==> config.mk <==
export PLATFORM = sky130hd
export DESIGN_NAME = uart_receiver_center
export DESIGN_NICKNAME = d
export VERILOG_FILES = /design/src/rtl/uart_receiver_center_pkg.sv /design/src/rtl/uart_receiver_center_deserializer.sv /design/src/rtl/uart_receiver_center.sv
export SDC_FILE = /design/constraint.sdc
export NUM_CORES = 1
export LEC_CHECK = 0
export BUFFER_PORTS_ARGS = -buffer_cell sky130_fd_sc_hd__clkbuf_2
export CAP_MARGIN = 0
export CORE_UTILIZATION = 50
export DETAILED_ROUTE_END_ITERATION = 10
export PLACE_DENSITY = 0.73
export SKIP_CTS_REPAIR_TIMING = 1
export SYNTH_ARGS = -nofsm -noshare
export SYNTH_HDL_FRONTEND = slang
export SYNTH_HIERARCHICAL = 1
export SYNTH_SLANG_ARGS = --single-unit
==> constraint.sdc <==
create_clock -name clk -period 4.6 [get_ports clk]
set_clock_uncertainty 0.05 [all_clocks]
set_input_delay 0.46 -clock clk [delete_from_list [all_inputs] [get_ports clk]]
set_output_delay 0.46 -clock clk [all_outputs]
set_load 0.02 [all_outputs]
==> src/rtl/uart_receiver_center_pkg.sv <==
// Shared definitions for the oversampled UART receiver and its Avalon-MM word writer.
package uart_receiver_center_pkg;

   localparam int OVERSAMPLE_DEFAULT  = 16;
   localparam int SYNC_STAGES_DEFAULT = 2;

   // 8N1 framing
   localparam int   DATA_BITS       = 8;
   localparam logic START_BIT_LEVEL = 1'b0;
   localparam logic STOP_BIT_LEVEL  = 1'b1;
   localparam logic IDLE_LEVEL      = 1'b1;

   typedef enum logic [1:0] {
      R_IDLE,
      R_START,
      R_DATA,
      R_STOP
   } rx_state_t;

   typedef enum logic [1:0] {
      W_IDLE,
      W_COLLECT,
      W_WRITE
   } wr_state_t;

   function automatic logic [3:0] lane_mask(input logic [1:0] lane);
      return 4'b0001 << lane;
   endfunction

endpackage

==> src/rtl/uart_receiver_center_deserializer.sv <==
// Line synchroniser plus 8N1 receiver FSM; emits one-clk byte_valid / frame_err pulses.
module uart_rx_deserializer
   import uart_receiver_center_pkg::*;
#(
   parameter int OVERSAMPLE  = OVERSAMPLE_DEFAULT,
   parameter int SYNC_STAGES = SYNC_STAGES_DEFAULT
) (
   input  logic       clk,
   input  logic       rst,
   input  logic       tick,
   input  logic       uart_rx,
   output logic [7:0] data_byte,
   output logic       byte_valid,
   output logic       frame_err
);

   localparam int CW = $clog2(OVERSAMPLE);
   localparam logic [CW-1:0] HALF_LAST = CW'(OVERSAMPLE / 2 - 1);
   localparam logic [CW-1:0] FULL_LAST = CW'(OVERSAMPLE - 1);
   localparam logic [2:0]    LAST_BIT  = 3'(DATA_BITS - 1);

   logic [SYNC_STAGES-1:0] sync_reg;
   logic                   rx_s;

   rx_state_t   state_reg, state_next;
   logic [CW-1:0] cnt_reg, cnt_next;
   logic [2:0]  bit_reg, bit_next;
   logic [7:0]  shift_reg, shift_next;
   logic        valid_reg, valid_next;
   logic        ferr_reg, ferr_next;

   always_ff @(posedge clk) begin
      if (rst) begin
         sync_reg <= '1;
      end else begin
         for (int i = SYNC_STAGES - 1; i > 0; i--) begin
            sync_reg[i] <= sync_reg[i-1];
         end
         sync_reg[0] <= uart_rx;
      end
   end

   assign rx_s = sync_reg[SYNC_STAGES-1];

   always_ff @(posedge clk) begin
      if (rst) begin
         state_reg <= R_IDLE;
         cnt_reg   <= '0;
         bit_reg   <= '0;
         shift_reg <= '0;
         valid_reg <= 1'b0;
         ferr_reg  <= 1'b0;
      end else begin
         state_reg <= state_next;
         cnt_reg   <= cnt_next;
         bit_reg   <= bit_next;
         shift_reg <= shift_next;
         valid_reg <= valid_next;
         ferr_reg  <= ferr_next;
      end
   end

   // The start bit is re-checked half a bit after the falling edge, which
   // aligns every later sample (one full bit apart) to the middle of its bit.
   always_comb begin
      state_next = state_reg;
      cnt_next   = cnt_reg;
      bit_next   = bit_reg;
      shift_next = shift_reg;
      valid_next = 1'b0;
      ferr_next  = 1'b0;
      if (tick) begin
         case (state_reg)
            R_IDLE: begin
               if (rx_s == START_BIT_LEVEL) begin
                  state_next = R_START;
                  cnt_next   = '0;
               end
            end
            R_START: begin
               if (cnt_reg == HALF_LAST) begin
                  cnt_next   = '0;
                  bit_next   = '0;
                  state_next = (rx_s == START_BIT_LEVEL) ? R_DATA : R_IDLE;
               end else begin
                  cnt_next = cnt_reg + CW'(1);
               end
            end
            R_DATA: begin
               if (cnt_reg == FULL_LAST) begin
                  cnt_next   = '0;
                  shift_next = {rx_s, shift_reg[7:1]};
                  bit_next   = bit_reg + 3'd1;
                  if (bit_reg == LAST_BIT) begin
                     state_next = R_STOP;
                  end
               end else begin
                  cnt_next = cnt_reg + CW'(1);
               end
            end
            R_STOP: begin
               if (cnt_reg == FULL_LAST) begin
                  cnt_next   = '0;
                  state_next = R_IDLE;
                  if (rx_s == STOP_BIT_LEVEL) begin
                     valid_next = 1'b1;
                  end else begin
                     ferr_next = 1'b1;
                  end
               end else begin
                  cnt_next = cnt_reg + CW'(1);
               end
            end
            default: state_next = R_IDLE;
         endcase
      end
   end

   assign data_byte  = shift_reg;
   assign byte_valid = valid_reg;
   assign frame_err  = ferr_reg;

endmodule

==> src/rtl/uart_receiver_center.sv <==
// UART receive job engine: packs received bytes into 32-bit words and writes
// them over an Avalon-MM master across an inclusive, wrapping byte range.
module uart_receiver_center
   import uart_receiver_center_pkg::*;
#(
   parameter int OVERSAMPLE  = OVERSAMPLE_DEFAULT,
   parameter int SYNC_STAGES = SYNC_STAGES_DEFAULT
) (
   input  logic        clk,
   input  logic        rst,
   input  logic        tick,
   input  logic        uart_rx,
   input  logic        control_recv_start,
   input  logic [15:0] control_recv_start_addr,
   input  logic [15:0] control_recv_stop_addr,
   output logic        control_recv_work,
   output logic        control_recv_err,
   output logic        avm_m1_write,
   output logic [15:0] avm_m1_address,
   output logic [31:0] avm_m1_writedata,
   output logic [3:0]  avm_m1_byteenable,
   input  logic        avm_m1_waitrequest
);

   logic [7:0] rx_byte;
   logic       rx_valid;
   logic       rx_ferr;

   uart_rx_deserializer #(
      .OVERSAMPLE  (OVERSAMPLE),
      .SYNC_STAGES (SYNC_STAGES)
   ) u_deser (
      .clk        (clk),
      .rst        (rst),
      .tick       (tick),
      .uart_rx    (uart_rx),
      .data_byte  (rx_byte),
      .byte_valid (rx_valid),
      .frame_err  (rx_ferr)
   );

   wr_state_t   state_reg, state_next;
   logic [15:0] addr_reg, addr_next;
   logic [15:0] stop_reg, stop_next;
   logic [31:0] lanes_reg, lanes_next;
   logic [3:0]  be_reg, be_next;
   logic [7:0]  skid_reg, skid_next;
   logic        skid_valid_reg, skid_valid_next;
   logic        err_reg, err_next;
   logic        work_reg, work_next;

   logic        have_byte;
   logic [7:0]  cur_byte;

   always_ff @(posedge clk) begin
      if (rst) begin
         state_reg      <= W_IDLE;
         addr_reg       <= '0;
         stop_reg       <= '0;
         lanes_reg      <= '0;
         be_reg         <= '0;
         skid_reg       <= '0;
         skid_valid_reg <= 1'b0;
         err_reg        <= 1'b0;
         work_reg       <= 1'b0;
      end else begin
         state_reg      <= state_next;
         addr_reg       <= addr_next;
         stop_reg       <= stop_next;
         lanes_reg      <= lanes_next;
         be_reg         <= be_next;
         skid_reg       <= skid_next;
         skid_valid_reg <= skid_valid_next;
         err_reg        <= err_next;
         work_reg       <= work_next;
      end
   end

   // A held skid byte is older than any live byte, so it is consumed first.
   assign have_byte = skid_valid_reg | rx_valid;
   assign cur_byte  = skid_valid_reg ? skid_reg : rx_byte;

   always_comb begin
      state_next      = state_reg;
      addr_next       = addr_reg;
      stop_next       = stop_reg;
      lanes_next      = lanes_reg;
      be_next         = be_reg;
      skid_next       = skid_reg;
      skid_valid_next = skid_valid_reg;
      err_next        = err_reg;
      work_next       = work_reg;

      case (state_reg)
         W_IDLE: begin
            skid_valid_next = 1'b0;
            if (control_recv_start) begin
               addr_next  = control_recv_start_addr;
               stop_next  = control_recv_stop_addr;
               lanes_next = '0;
               be_next    = '0;
               err_next   = 1'b0;
               work_next  = 1'b1;
               state_next = W_COLLECT;
            end
         end
         W_COLLECT: begin
            if (skid_valid_reg) begin
               skid_valid_next = rx_valid;
               skid_next       = rx_valid ? rx_byte : skid_reg;
            end
            if (have_byte) begin
               for (int i = 0; i < 4; i++) begin
                  if (addr_reg[1:0] == 2'(i)) begin
                     lanes_next[i*8 +: 8] = cur_byte;
                  end
               end
               be_next = be_reg | lane_mask(addr_reg[1:0]);
               if (addr_reg == stop_reg || addr_reg[1:0] == 2'b11) begin
                  state_next = W_WRITE;
               end else begin
                  addr_next = addr_reg + 16'd1;
               end
            end
         end
         W_WRITE: begin
            if (rx_valid) begin
               if (!skid_valid_reg) begin
                  skid_next       = rx_byte;
                  skid_valid_next = 1'b1;
               end else begin
                  err_next = 1'b1;
               end
            end
            if (!avm_m1_waitrequest) begin
               if (addr_reg == stop_reg) begin
                  state_next      = W_IDLE;
                  work_next       = 1'b0;
                  skid_valid_next = 1'b0;
               end else begin
                  addr_next  = addr_reg + 16'd1;
                  be_next    = '0;
                  lanes_next = '0;
                  state_next = W_COLLECT;
               end
            end
         end
         default: state_next = W_IDLE;
      endcase

      if (rx_ferr) begin
         err_next = 1'b1;
      end
   end

   assign control_recv_work = work_reg;
   assign control_recv_err  = err_reg;
   assign avm_m1_write      = (state_reg == W_WRITE);
   assign avm_m1_address    = {addr_reg[15:2], 2'b00};
   assign avm_m1_writedata  = lanes_reg;
   assign avm_m1_byteenable = be_reg;

endmodule
### Word-level counts from Yosys, hierarchy flattened

Cells that the tools add are included.

| storage, ports and cells | value |
|---|---|
| flip-flop bits (word level) | 102 |
| latch bits | 0 |
| bits in writable memories | 0 |
| ROM bits | 0 |
| bits of input ports | 38 |
| output and inout port bits | 55 |
| logic and storage cells | 149 |
| memories kept | 0 |

| cells by class | value |
|---|---|
| add/subtract/negate cells | 3 |
| multipliers | 0 |
| divide/modulo/power cells | 0 |
| order comparisons | 0 |
| eq/ne operators | 34 |
| shifts and indexed selects | 1 |
| muxes and demuxes | 61 |
| bitwise gates (word level) | 5 |
| reductions and logical operators | 26 |

Operator list:

| operator | number |
|---|---|
| $mux W32 | 4 |
| $pmux W32 S3 | 1 |
| $mux W16 | 5 |
| $mux W8 | 8 |
| $pmux W16 S3 | 1 |
| $reduce_and A6 Y1 | 6 |
| $mux W4 | 7 |
| $ne A2 B2 Y1 const B | 12 |
| $pmux W4 S3 | 2 |
| $mux W2 | 10 |
| $reduce_and A4 Y1 | 5 |
| $add A16 B1 Y16 const B | 1 |
| $eq A16 B16 Y1 | 1 |
| $pmux W8 S2 | 1 |
| $mux W1 | 14 |
| $ne A2 B1 Y1 const B | 7 |
| $eq A2 B2 Y1 const B | 5 |
| $pmux W2 S4 | 1 |
| $eq A2 B1 Y1 const B | 3 |
| $logic_not A2 Y1 | 3 |
| $mux W3 | 2 |
| $ne A3 B1 Y1 const B | 2 |
| $pmux W2 S3 | 1 |
| $pmux W3 S2 | 1 |
| other kinds (20) | 27 |

### Depth between registers and ports, before layout

Gate-level depths: netlist of run 1.

| depth | value |
|---|---|
| depth after elaboration | 5 |
| gate-level depth with buffers | 9 |

### By module

Netlist of run 1, hierarchy kept.

Modules (own cells, without submodules):

| module | times used | cells an instance | area an instance (sq um) | sequential area each (sq um) |
|---|---|---|---|---|
| uart_receiver_center | 1 | 475 | 3,990.1 | 1,621.6 |
| uart_rx_deserializer | 1 | 98 | 912.1 | 420.4 |

### Least setup slack after synthesis of run 1

Ideal clock, no wire load.

| timing | value |
|---|---|
| path kind | register -> register |
| start | reg state_reg[0] (netlist name) |
| end | reg addr_reg[1] |
| setup time | 0.086 ns |
| data arrival time | 2.230 ns |
| data required time | 4.464 ns |
| slack | 2.235 ns |
| stages on the path, launching flop included | 10 |
| period minus slack after synthesis | 2.365 ns |
| cells stage by stage | dfxtp_1 > inv_1 > ha_1 > nor2b_1 > a2111oi_4 > a21boi_1 > o21a_2 > buf_2 > nor2_1 > a211oi_1 |

RTL lines:

| what | RTL line | source |
|---|---|---|
| end signal, assigned | uart_receiver_center.sv:68 | `addr_reg <= addr_next;` |
| end, declared | uart_receiver_center.sv:43 | `logic [15:0] addr_reg, addr_next;` |

==> results of run 1 <==
layout make-up:
type	count	area (um^2)
Fill cell	876	3886
Multi-Input combinational cell	403	2534
Tap cell	129	161.4
Inverter	21	78.83
Sequential cell	102	2042
Clock buffer	10	127.6
Clock inverter	6	76.32
Timing Repair Buffer	92	465.4
per-layer routing:
layer  global-route usage  routed length, um  vias up
li1                     -                  -     2130
met1               0.2871               5119     1972
met2               0.4004               5570      142
met3              0.05895                811       17
met4              0.08250                191        0
met5                    0                  0        -
stage by stage:
| stage | cells | instance area [um^2] | total power [uW] | setup WS [ns] | hold WS [ns] |
|---|---|---|---|---|---|
| after CTS | 763 | 5485 | 2265 | 1.586 | 0.2075 |
| after global routing | 763 | 5485 | 2376 | 1.356 | 0.2122 |
| after global placement | 747 | 5281 | 1666 | 1.714 | 0.3477 |
| after detailed placement | 747 | 5281 | 1684 | 1.601 | 0.3561 |
| after floorplan | 574 | 4906 | 1561 | 2.235 | 0.3395 |
| final | 763 | 5485 | 2257 | 1.542 | 0.2203 |
cell usage after synthesis (9+ instances only):
cell type | n | area, um^2
a22oi_1 | 23 | 172.7
o21ai_0 | 20 | 100.1
a21oi_1 | 41 | 205.2
nor3_1 | 9 | 45.04
nand3_1 | 19 | 95.09
inv_1 | 20 | 75.07
xnor2_1 | 16 | 140.1
o32ai_1 | 12 | 105.1
clkbuf_1 | 24 | 90.09
dfxtp_1 | 102 | 2042
nor2_1 | 67 | 251.5
mux2i_1 | 24 | 240.2
buf_4 | 17 | 127.6
nand2_1 | 59 | 221.5
ha_1 | 11 | 137.6
cells by family (layout without fill, tap and decap cells):
group	after synthesis	in the layout	synth area share
DFF	102	102	0.4165
other	1	2	0.0007650
and+or+nand+nor	198	198	0.1863
AOI/OAI and AO/OA	142	142	0.2009
muxes	33	33	0.06968
buffers and inverters	69	129	0.06738
adders and majority gates	11	11	0.02808
xor gates and xnor gates	17	17	0.03037
worst max path at each step:
| stage | cells after the start | start | to |
|---|---|---|---|
| floorplan | 9 | state_reg[0]$_SDFFE_PP0P_ | addr_reg[1]$_SDFFE_PP0P_ |
| global placement | 8 | state_reg[0]$_SDFFE_PP0P_ | addr_reg[14]$_SDFFE_PP0P_ |
| detailed placement | 8 | state_reg[0]$_SDFFE_PP0P_ | addr_reg[8]$_SDFFE_PP0P_ |
| CTS | 8 | state_reg[0]$_SDFFE_PP0P_ | addr_reg[8]$_SDFFE_PP0P_ |
| global route | 8 | state_reg[0]$_SDFFE_PP0P_ | addr_reg[11]$_SDFFE_PP0P_ |
| finish | 8 | state_reg[0]$_SDFFE_PP0P_ | addr_reg[8]$_SDFFE_PP0P_ |
power breakdown:
part | total [uW] | internal, uW | switching (uW)
registers | 1040 | 945 | 93.3
logic | 630 | 226 | 404
clock network | 588 | 262 | 327
total | 2260 | 1430 | 824
worst max-delay path: cells and delay by family (launching register included):
kind / cells / cell delay [ns]
and+or+nand+nor: 1 / 0.25
DFF: 1 / 0.39
AOI/OAI and AO/OA: 5 / 1.78
adders and majority gates: 1 / 0.38
buffers and inverters: 1 / 0.10
==> metrics.cfg, run 1 <==
[run_status]
status = finished, final reports clean

[drt]
drcViolationCount = 0
drt_iter0_markers = 246
vias = 4261
routedWlPerCell_um = 15.32
routed_wl_um = 11690
ant_nets = 0
drt_pass1_iterations = 5
viasPerCell = 5.585

[die]
core_area_um2 = 9371
initial_core_util = 0.5231
die_area_um2 = 10200
die_x_um = 101.0
die_h_um = 101.0
fp-row-count = 35
ios = 93

[global_routing]
grt-ovfl-total = 0
grt_max_degree = 60
antenna_found_initial = 0
grt_pass1_wl_um = 18860
grt_pass1_vias = 3996
grt_use_total = 0.2348

[timing]
rsz0062_at_grt = false
slew_viol_final = 0
max_clock_freq_mhz = 327.0
fin_setup_tns_ns = 0
worst_slew_pin_slew_ns = 1.151
period_minus_slack_ns = 3.058
relSlewSlack = 0.2256
finalHoldViolCount = 0
post-route-period-util = 0.6647
setup_violations = 0

[cts]
clock-sinks = 102
worstSkewPairLatency_ns = 0.37
cts_root_buf = clkbuf_8
cts_buffers = 9
clkTransAtPathRegs_ns = 0.10
cts_tree = done
cts_buffer_depth = 2
cts_max_level = 3

[final_layout]
fin_nets = 678
drive_above_1_share = 0.2003
antenna_cells = 0
layout_commonest_cell = dfxtp_1
syn_to_final_growth_pct = 11.89
largest_reg_flops = 32
final_cell_mix = dfxtp_1 (102), clkbuf_2 (89), nor2_1 (67), nand2_1 (59), a21oi_1 (41)
final_util = 0.5853

[power_and_ir_drop]
max-vdd-ir-drop_uv = 214.0
leakagePower_uw = 0.002128
p_per_area_nw_per_um2 = 411.4

[setup_path]
crit_type = reg2reg
cp_max_fo = 18
r2r_slack_ns = 1.54
cpPeakStageDelay_ns = 0.78
worst_path_max_delay_cell = a2111oi_4
crit_chain = inv_1, ha_1, and2_1, a2111oi_4, a21boi_1, o21a_2, a21oi_1, a211oi_1
reg2regPathDepth = 8
r2r_start = state_reg[0]$_SDFFE_PP0P_
reg2reg_to = addr_reg[8]$_SDFFE_PP0P_
critPathRequiredTime_ns = 4.82
arrival_ns = 3.28
cp-end-kind = register
cp-start-kind = register

[job]
drv_cap = 0

[place]
hpwl_um = 8352
io_buffers = 90
gp_congestion = 0.8229

[hold_path]
hold_depth = 2
hold_start = uart_rx
min_to = u_deser/sync_reg[0]$_SDFF_PP1_
min_path_type = in2reg

[synth]
synth.distinct_cells = 61
synth_ff_type = dfxtp_1
seq_area_frac_synth = 0.4165
async_flop_share = 0
yosys_warnings = 6
postSynthCellCount = 573
avgSynthCellArea_um2 = 8.555
syn_area_um2 = 4902
synth_edf_count = 0
synth-seq-cells = 102

No activity file was read; power rests on OpenSTA's default activity.
==> run 2, diff against run 1 <==
Settings changed: PLACE_DENSITY 0.73 to 0.76.
Clock period 4.6 ns to 2.6 ns, I/O delays scaled along.
==> run 2 against run 1 <==
  * Sequential cell count unchanged
  * Clock-buffer cell count up 1
  * Worst setup slack worse by 1.4 ns
  * Cell count up 4.1%
  * Register-to-register slack worse by 1.4 ns
  * Critical endpoint is now addr_reg[2]$_SDFFE_PP0P_
  * Routed wire length up 3.4%
  * Highest routed layer unchanged
  * Clock power up 65%
  * Utilization up 2.4 points
  * First-iteration DRC count down 28%
  * Maximum frequency up 25%
  * Sequential power up 72%
  * Global-route usage up 0.81 points
  * Largest cell class unchanged
==> metrics.cfg, run 2 (synthesized netlist as in run 1, its figures left out) <==
[run_status]
status = finished, final reports clean  ; unchanged

[hold_path]
min_path_type = in2reg  ; unchanged
hold_start = uart_rx  ; unchanged

[drt]
ant_nets = 0  ; unchanged
routed_wl_um = 12100  ; was 11690 um
viasPerCell = 5.569  ; was 5.585
vias = 4422  ; was 4261
routedWlPerCell_um = 15.23  ; was 15.32 um
drt_iter0_markers = 178  ; was 246
drcViolationCount = 0  ; unchanged
drt_pass1_iterations = 4  ; was 5

[setup_path]
reg2regPathDepth = 6  ; was 8
r2r_start = addr_reg[9]$_SDFFE_PP0P_  ; was state_reg[0]$_SDFFE_PP0P_
worst_path_max_delay_cell = or4_1  ; was a2111oi_4
reg2reg_to = addr_reg[2]$_SDFFE_PP0P_  ; was addr_reg[8]$_SDFFE_PP0P_
r2r_slack_ns = 0.16  ; was 1.54 ns
cp_max_fo = 15  ; was 18
crit_chain = xnor2_1, nand4_1, or4_1, o21ai_2, nor2_1, a32o_1  ; was inv_1, ha_1, and2_1, a2111oi_4, a21boi_1, o21a_2, a21oi_1, a211oi_1
endpoint = addr_reg[2]$_SDFFE_PP0P_  ; was addr_reg[8]$_SDFFE_PP0P_
crit_path_start = addr_reg[9]$_SDFFE_PP0P_  ; was state_reg[0]$_SDFFE_PP0P_
critPathRequiredTime_ns = 2.81  ; was 4.82 ns
cpPeakStageDelay_ns = 0.57  ; was 0.78 ns
cp-end-kind = register  ; unchanged
cp-start-kind = register  ; unchanged
crit_type = reg2reg  ; unchanged
arrival_ns = 2.65  ; was 3.28 ns

[global_routing]
grt_pass1_wl_um = 19590  ; was 18860 um
grt_use_total = 0.2429  ; was 0.2348
grt_pass1_vias = 4172  ; was 3996
grt-ovfl-total = 0  ; unchanged
grt_max_degree = 36  ; was 60
met1_usage = 0.2937  ; was 0.2871
met2_usage = 0.4352  ; was 0.4004
antenna_found_initial = 0  ; unchanged
use_met3 = 0.05062  ; was 0.05895
gr-max-usage-layer = met2  ; unchanged

[cts]
clock-sinks = 102  ; unchanged
clkTransAtPathRegs_ns = 0.10  ; about the same
cts_buffer_depth = 2  ; unchanged
worstSkewPairLatency_ns = 0.37  ; about the same
cts_root_buf = clkbuf_8  ; unchanged
cts_max_level = 3  ; unchanged
cts_buffers = 9  ; unchanged
cts_tree = done  ; unchanged

[timing]
post-route-period-util = 0.9402  ; was 0.6647
setup_violations = 0  ; unchanged
worst_slew_pin_slew_ns = 0.6180  ; was 1.151 ns
slew_viol_final = 0  ; unchanged
max_clock_freq_mhz = 409.1  ; was 327.0 MHz
relSlewSlack = 0.5880  ; was 0.2256
finalHoldViolCount = 0  ; unchanged
rsz0062_at_grt = false  ; unchanged
hold_ws_ns = 0.01478  ; was 0.2203 ns
period_minus_slack_ns = 2.445  ; was 3.058 ns
fin_setup_tns_ns = 0  ; unchanged

[die]
die_x_um = 101.0  ; unchanged
initial_core_util = 0.5231  ; unchanged
core_area_um2 = 9371  ; unchanged
die_area_um2 = 10200  ; unchanged
die_h_um = 101.0  ; unchanged
fp-row-count = 35  ; unchanged
ios = 93  ; unchanged

[power_and_ir_drop]
pwr-share-comb = 0.324  ; was 0.279
p_seq_frac = 0.438  ; was 0.460
p_per_area_nw_per_um2 = 714.2  ; was 411.4 nW/um^2
max-vdd-ir-drop_uv = 315.9  ; was 214.0 uV
power_frac_clock = 0.238  ; was 0.261
switching_share = 0.3626  ; was 0.3651
switchingPower_uw = 1478  ; was 824.0 uW
leakagePower_uw = 0.002283  ; was 0.002128 uW
internal-power_uw = 2599  ; was 1433 uW

[final_layout]
fin_nets = 709  ; was 678
layoutNonFillerInstCount = 794  ; was 763
fillCellCount = 840  ; was 876
drive_above_1_share = 0.2406  ; was 0.2003
final_util = 0.6092  ; was 0.5853
syn_to_final_growth_pct = 16.46  ; was 11.89%
layout_commonest_cell = dfxtp_1  ; unchanged
final_cell_mix = dfxtp_1 (102), clkbuf_2 (89), nor2_1 (67), nand2_1 (59), a21oi_1 (40)  ; was dfxtp_1 (102), clkbuf_2 (89), nor2_1 (67), nand2_1 (59), a21oi_1 (41)
antenna_cells = 0  ; unchanged
largest_reg_flops = 32  ; unchanged
final_area_um2 = 5709  ; was 5485 um^2

[place]
hpwl_um = 8903  ; was 8352 um
dpl_cell_area_um2 = 5514  ; was 5281 um^2
dpl.cell_count = 778  ; was 747
io_buffers = 90  ; unchanged
gp_congestion = 0.9055  ; was 0.8229

[job]
drv_cap = 0  ; unchanged

## run 2: cell count changes in the layout (fill, tap and decap cells not counted)
cell | before | now
a21oi_1 | 41 | 40
a21oi_2 | 1 | 2
buf_4 | 2 | 33
bufinv_16 | 1 | 0
clkbuf_1 | 1 | 0
clkbuf_8 | 9 | 11
clkinv_2 | 0 | 1
clkinv_4 | 2 | 1
inv_6 | 2 | 3
inv_8 | 1 | 0
## run 2: per-stage QoR
step | setup WS (ns) | power, uW
6_report | 0.1554 | 4077
5_1_grt | 0.01232 | 4296
4_1_cts | 0.09550 | 4077
3_5_place_dp | 0.1495 | 3116
3_3_place_gp | 0.2527 | 3088
2_1_floorplan | 0.2347 | 2761
## run 2: final cells by class
cell class / count / area (um^2) / share of cell area
timing repair buffer: 123 / 698.2 / 0.1223
inverter: 21 / 78.83 / 0.01381
clock inverter: 5 / 40.04 / 0.007013
tap: 129 / 161.4 / 0.02827
clock buffer: 11 / 151.4 / 0.02652
sequential: 102 / 2042 / 0.3577
multi-input combinational: 403 / 2537 / 0.4444
## run 2: per-layer routing
layer  vias to the layer above  routed length [um]
met5                         -                   0
met3                        13                 585
met2                       130                6010
li1                       2190                   -
met1                      2089                5373
met4                         0                 125
## run 2: worst max-delay path, delay by kind of cell (launching register included)
kind             cells  cell delay [ns]
AND/OR/NAND/NOR      3             0.85
AO/OA/AOI/OAI        2             0.79
flip-flops           1             0.48
XOR/XNOR             1             0.16
## run 2: worst min-delay path by stage
stage	depth (start not counted)	endpoint	slack, ns
2_1_floorplan	1	u_deser/sync_reg[0]$_SDFF_PP1_	0.31
3_3_place_gp	1	u_deser/sync_reg[1]$_SDFF_PP1_	0.34
3_5_place_dp	1	u_deser/sync_reg[1]$_SDFF_PP1_	0.35
4_1_cts	2	u_deser/sync_reg[0]$_SDFF_PP1_	0.01
5_1_grt	2	u_deser/sync_reg[0]$_SDFF_PP1_	0.02
6_report	2	u_deser/sync_reg[0]$_SDFF_PP1_	0.01
## run 2: power by group through the flow
stage                     sequential (uW)  clock (uW)  combinational (uW)
after floorplan                      1820           0                 941
after global placement               1820           0                1270
after detailed placement             1820           0                1300
after CTS                            1790         986                1310
after global routing                 1800        1050                1450
final                                1790         970                1320
==> run 3, diff against run 2 <==
Settings changed: REMOVE_ABC_BUFFERS set to 1.
==> run 3 against run 2 <==
  * Sequential share of layout area grew 0.094 points
  * Largest power group unchanged
  * Worst setup slack worse by 0.043 ns
  * Sequential cell count unchanged
  * Highest routed layer unchanged
  * Utilization shrank 0.16 points
  * Die area is the same
  * Combinational power is 3% lower
  * Total power grew 4.0%
==> metrics.cfg, run 3 (synthesized netlist as in run 1, its figures left out) <==
[timing]
worst_slew_pin_slew_ns = 0.6905  ; was 0.6180 ns
relSlewSlack = 0.5396  ; was 0.5880
slew_viol_final = 0  ; unchanged
post-route-period-util = 0.9569  ; was 0.9402
finalHoldViolCount = 0  ; unchanged
setup_violations = 0  ; unchanged
period_minus_slack_ns = 2.488  ; was 2.445 ns
max_clock_freq_mhz = 401.9  ; was 409.1 MHz

[cts]
cts_max_level = 3  ; unchanged
worstSkewPairLatency_ns = 0.37  ; about the same
cts_tree = done  ; unchanged
clock-sinks = 102  ; unchanged
cts_buffer_depth = 2  ; unchanged
clkTransAtPathRegs_ns = 0.10  ; about the same
cts_root_buf = clkbuf_8  ; unchanged
cts_buffers = 9  ; unchanged

[setup_path]
crit_chain = inv_1, ha_1, nor2b_1, a2111oi_4, a21boi_1, o21a_4, a21oi_1, a211oi_1  ; was xnor2_1, nand4_1, or4_1, o21ai_2, nor2_1, a32o_1
worst_path_max_delay_cell = dfxtp_1  ; was or4_1
crit_type = reg2reg  ; unchanged
arrival_ns = 2.72  ; was 2.65 ns
reg2reg_to = addr_reg[8]$_SDFFE_PP0P_  ; was addr_reg[2]$_SDFFE_PP0P_
endpoint = addr_reg[8]$_SDFFE_PP0P_  ; was addr_reg[2]$_SDFFE_PP0P_
cp-end-kind = register  ; unchanged
cp_max_fo = 15  ; unchanged
reg2regPathDepth = 8  ; was 6
cpPeakStageDelay_ns = 0.40  ; was 0.57 ns
crit_path_start = state_reg[0]$_SDFFE_PP0P_  ; was addr_reg[9]$_SDFFE_PP0P_
cp-start-kind = register  ; unchanged
r2r_slack_ns = 0.11  ; was 0.16 ns
r2r_start = state_reg[0]$_SDFFE_PP0P_  ; was addr_reg[9]$_SDFFE_PP0P_
critPathRequiredTime_ns = 2.83  ; was 2.81 ns

[die]
fp-row-count = 35  ; unchanged
die_x_um = 101.0  ; unchanged
core_area_um2 = 9371  ; unchanged
die_h_um = 101.0  ; unchanged
die_area_um2 = 10200  ; unchanged
initial_core_util = 0.5231  ; unchanged
ios = 93  ; unchanged

[final_layout]
drive_above_1_share = 0.2290  ; was 0.2406
layout_commonest_cell = dfxtp_1  ; unchanged
final_cell_mix = dfxtp_1 (102), clkbuf_2 (89), nor2_1 (67), nand2_1 (59), a21oi_1 (40)  ; unchanged
final_util = 0.6076  ; was 0.6092
syn_to_final_growth_pct = 16.16  ; was 16.46%
largest_reg_flops = 32  ; unchanged
fin_nets = 699  ; was 709
antenna_cells = 0  ; unchanged
final_area_um2 = 5694  ; was 5709 um^2

[job]
drv_cap = 0  ; unchanged

[global_routing]
grt_use_total = 0.2406  ; was 0.2429
grt-ovfl-total = 0  ; unchanged
grt_pass1_wl_um = 19510  ; was 19590 um
grt_max_degree = 30  ; was 36
antenna_found_initial = 0  ; unchanged
grt_pass1_vias = 4047  ; was 4172

[run_status]
status = finished, final reports clean  ; unchanged

[place]
dpl_cell_area_um2 = 5439  ; was 5514 um^2
hpwl_um = 8646  ; was 8903 um
io_buffers = 90  ; unchanged
gp_congestion = 0.8663  ; was 0.9055

[drt]
routedWlPerCell_um = 15.57  ; was 15.23 um
drt_iter0_markers = 329  ; was 178
drcViolationCount = 0  ; unchanged
vias = 4493  ; was 4422
drt_pass1_iterations = 5  ; was 4
routed_wl_um = 12200  ; was 12100 um
ant_nets = 0  ; unchanged
viasPerCell = 5.731  ; was 5.569

[power_and_ir_drop]
leakagePower_uw = 0.002252  ; was 0.002283 uW
max-vdd-ir-drop_uv = 327.8  ; was 315.9 uV
p_per_area_nw_per_um2 = 744.9  ; was 714.2 nW/um^2

[hold_path]
min_path_type = in2reg  ; unchanged

-- run 3: worst max-delay path, delay by kind of cell (launching register included) --
kind                     cells  cell delay [ns]
AND/OR/NAND/NOR              1             0.20
flip-flops                   1             0.40
buffers and inverters        1             0.10
AO/OA/AOI/OAI                5             1.37
adder cells (fa/ha/maj)      1             0.28
-- run 3: report_power, final --
group / leakage, uW / switching, uW / total (uW) / internal (uW)
clock: 0.000119 / 590 / 1160 / 566
combinational: 0.00130 / 799 / 1280 / 479
sequential: 0.000828 / 137 / 1810 / 1670
-- run 3: final cells by class --
type                            instances  area (um^2)
Inverter                               21        78.83
Sequential cell                       102         2042
Timing Repair Buffer                  113        623.1
Fill cell                             845         3677
Tap cell                              129        161.4
Clock inverter                          7        113.9
Multi-Input combinational cell        403         2551
Clock buffer                            9        123.9
-- run 3: worst min-delay path by stage --
stage,cells after the start,from,end,slack (ns)
6_report,2,uart_rx,u_deser/sync_reg[0]$_SDFF_PP1_,0.03
2_1_floorplan,1,rst,addr_reg[13]$_SDFFE_PP0P_,0.28
3_5_place_dp,1,u_deser/sync_reg[0]$_SDFF_PP1_,u_deser/sync_reg[1]$_SDFF_PP1_,0.34
3_3_place_gp,1,u_deser/sync_reg[0]$_SDFF_PP1_,u_deser/sync_reg[1]$_SDFF_PP1_,0.34
5_1_grt,2,uart_rx,u_deser/sync_reg[0]$_SDFF_PP1_,0.01
4_1_cts,2,uart_rx,u_deser/sync_reg[0]$_SDFF_PP1_,0.01
-- run 3: stage by stage --
step                hold WS [ns]    TNS, ns  total power (uW)  setup WS [ns]  instances
floorplan                 0.2791    -0.1131              2627       -0.03315        526
global placement          0.3412          0              3035         0.2398        768
detailed placement        0.3434          0              3076        0.06734        768
CTS                      0.01404          0              4220        0.04050        784
global route             0.01240  -0.006280              4454      -0.006280        784
finish                   0.02504          0              4242         0.1120        784
-- run 3: per-layer routing --
| layer | global-route usage | up-vias | part of all wire |
|---|---|---|---|
| li1 | - | 2171 | - |
| met1 | 0.3207 | 2159 | 0.45 |
| met2 | 0.3915 | 144 | 0.48 |
| met3 | 0.04924 | 19 | 0.057 |
| met4 | 0.07469 | 0 | 0.014 |
| met5 | 0 | - | 0 |
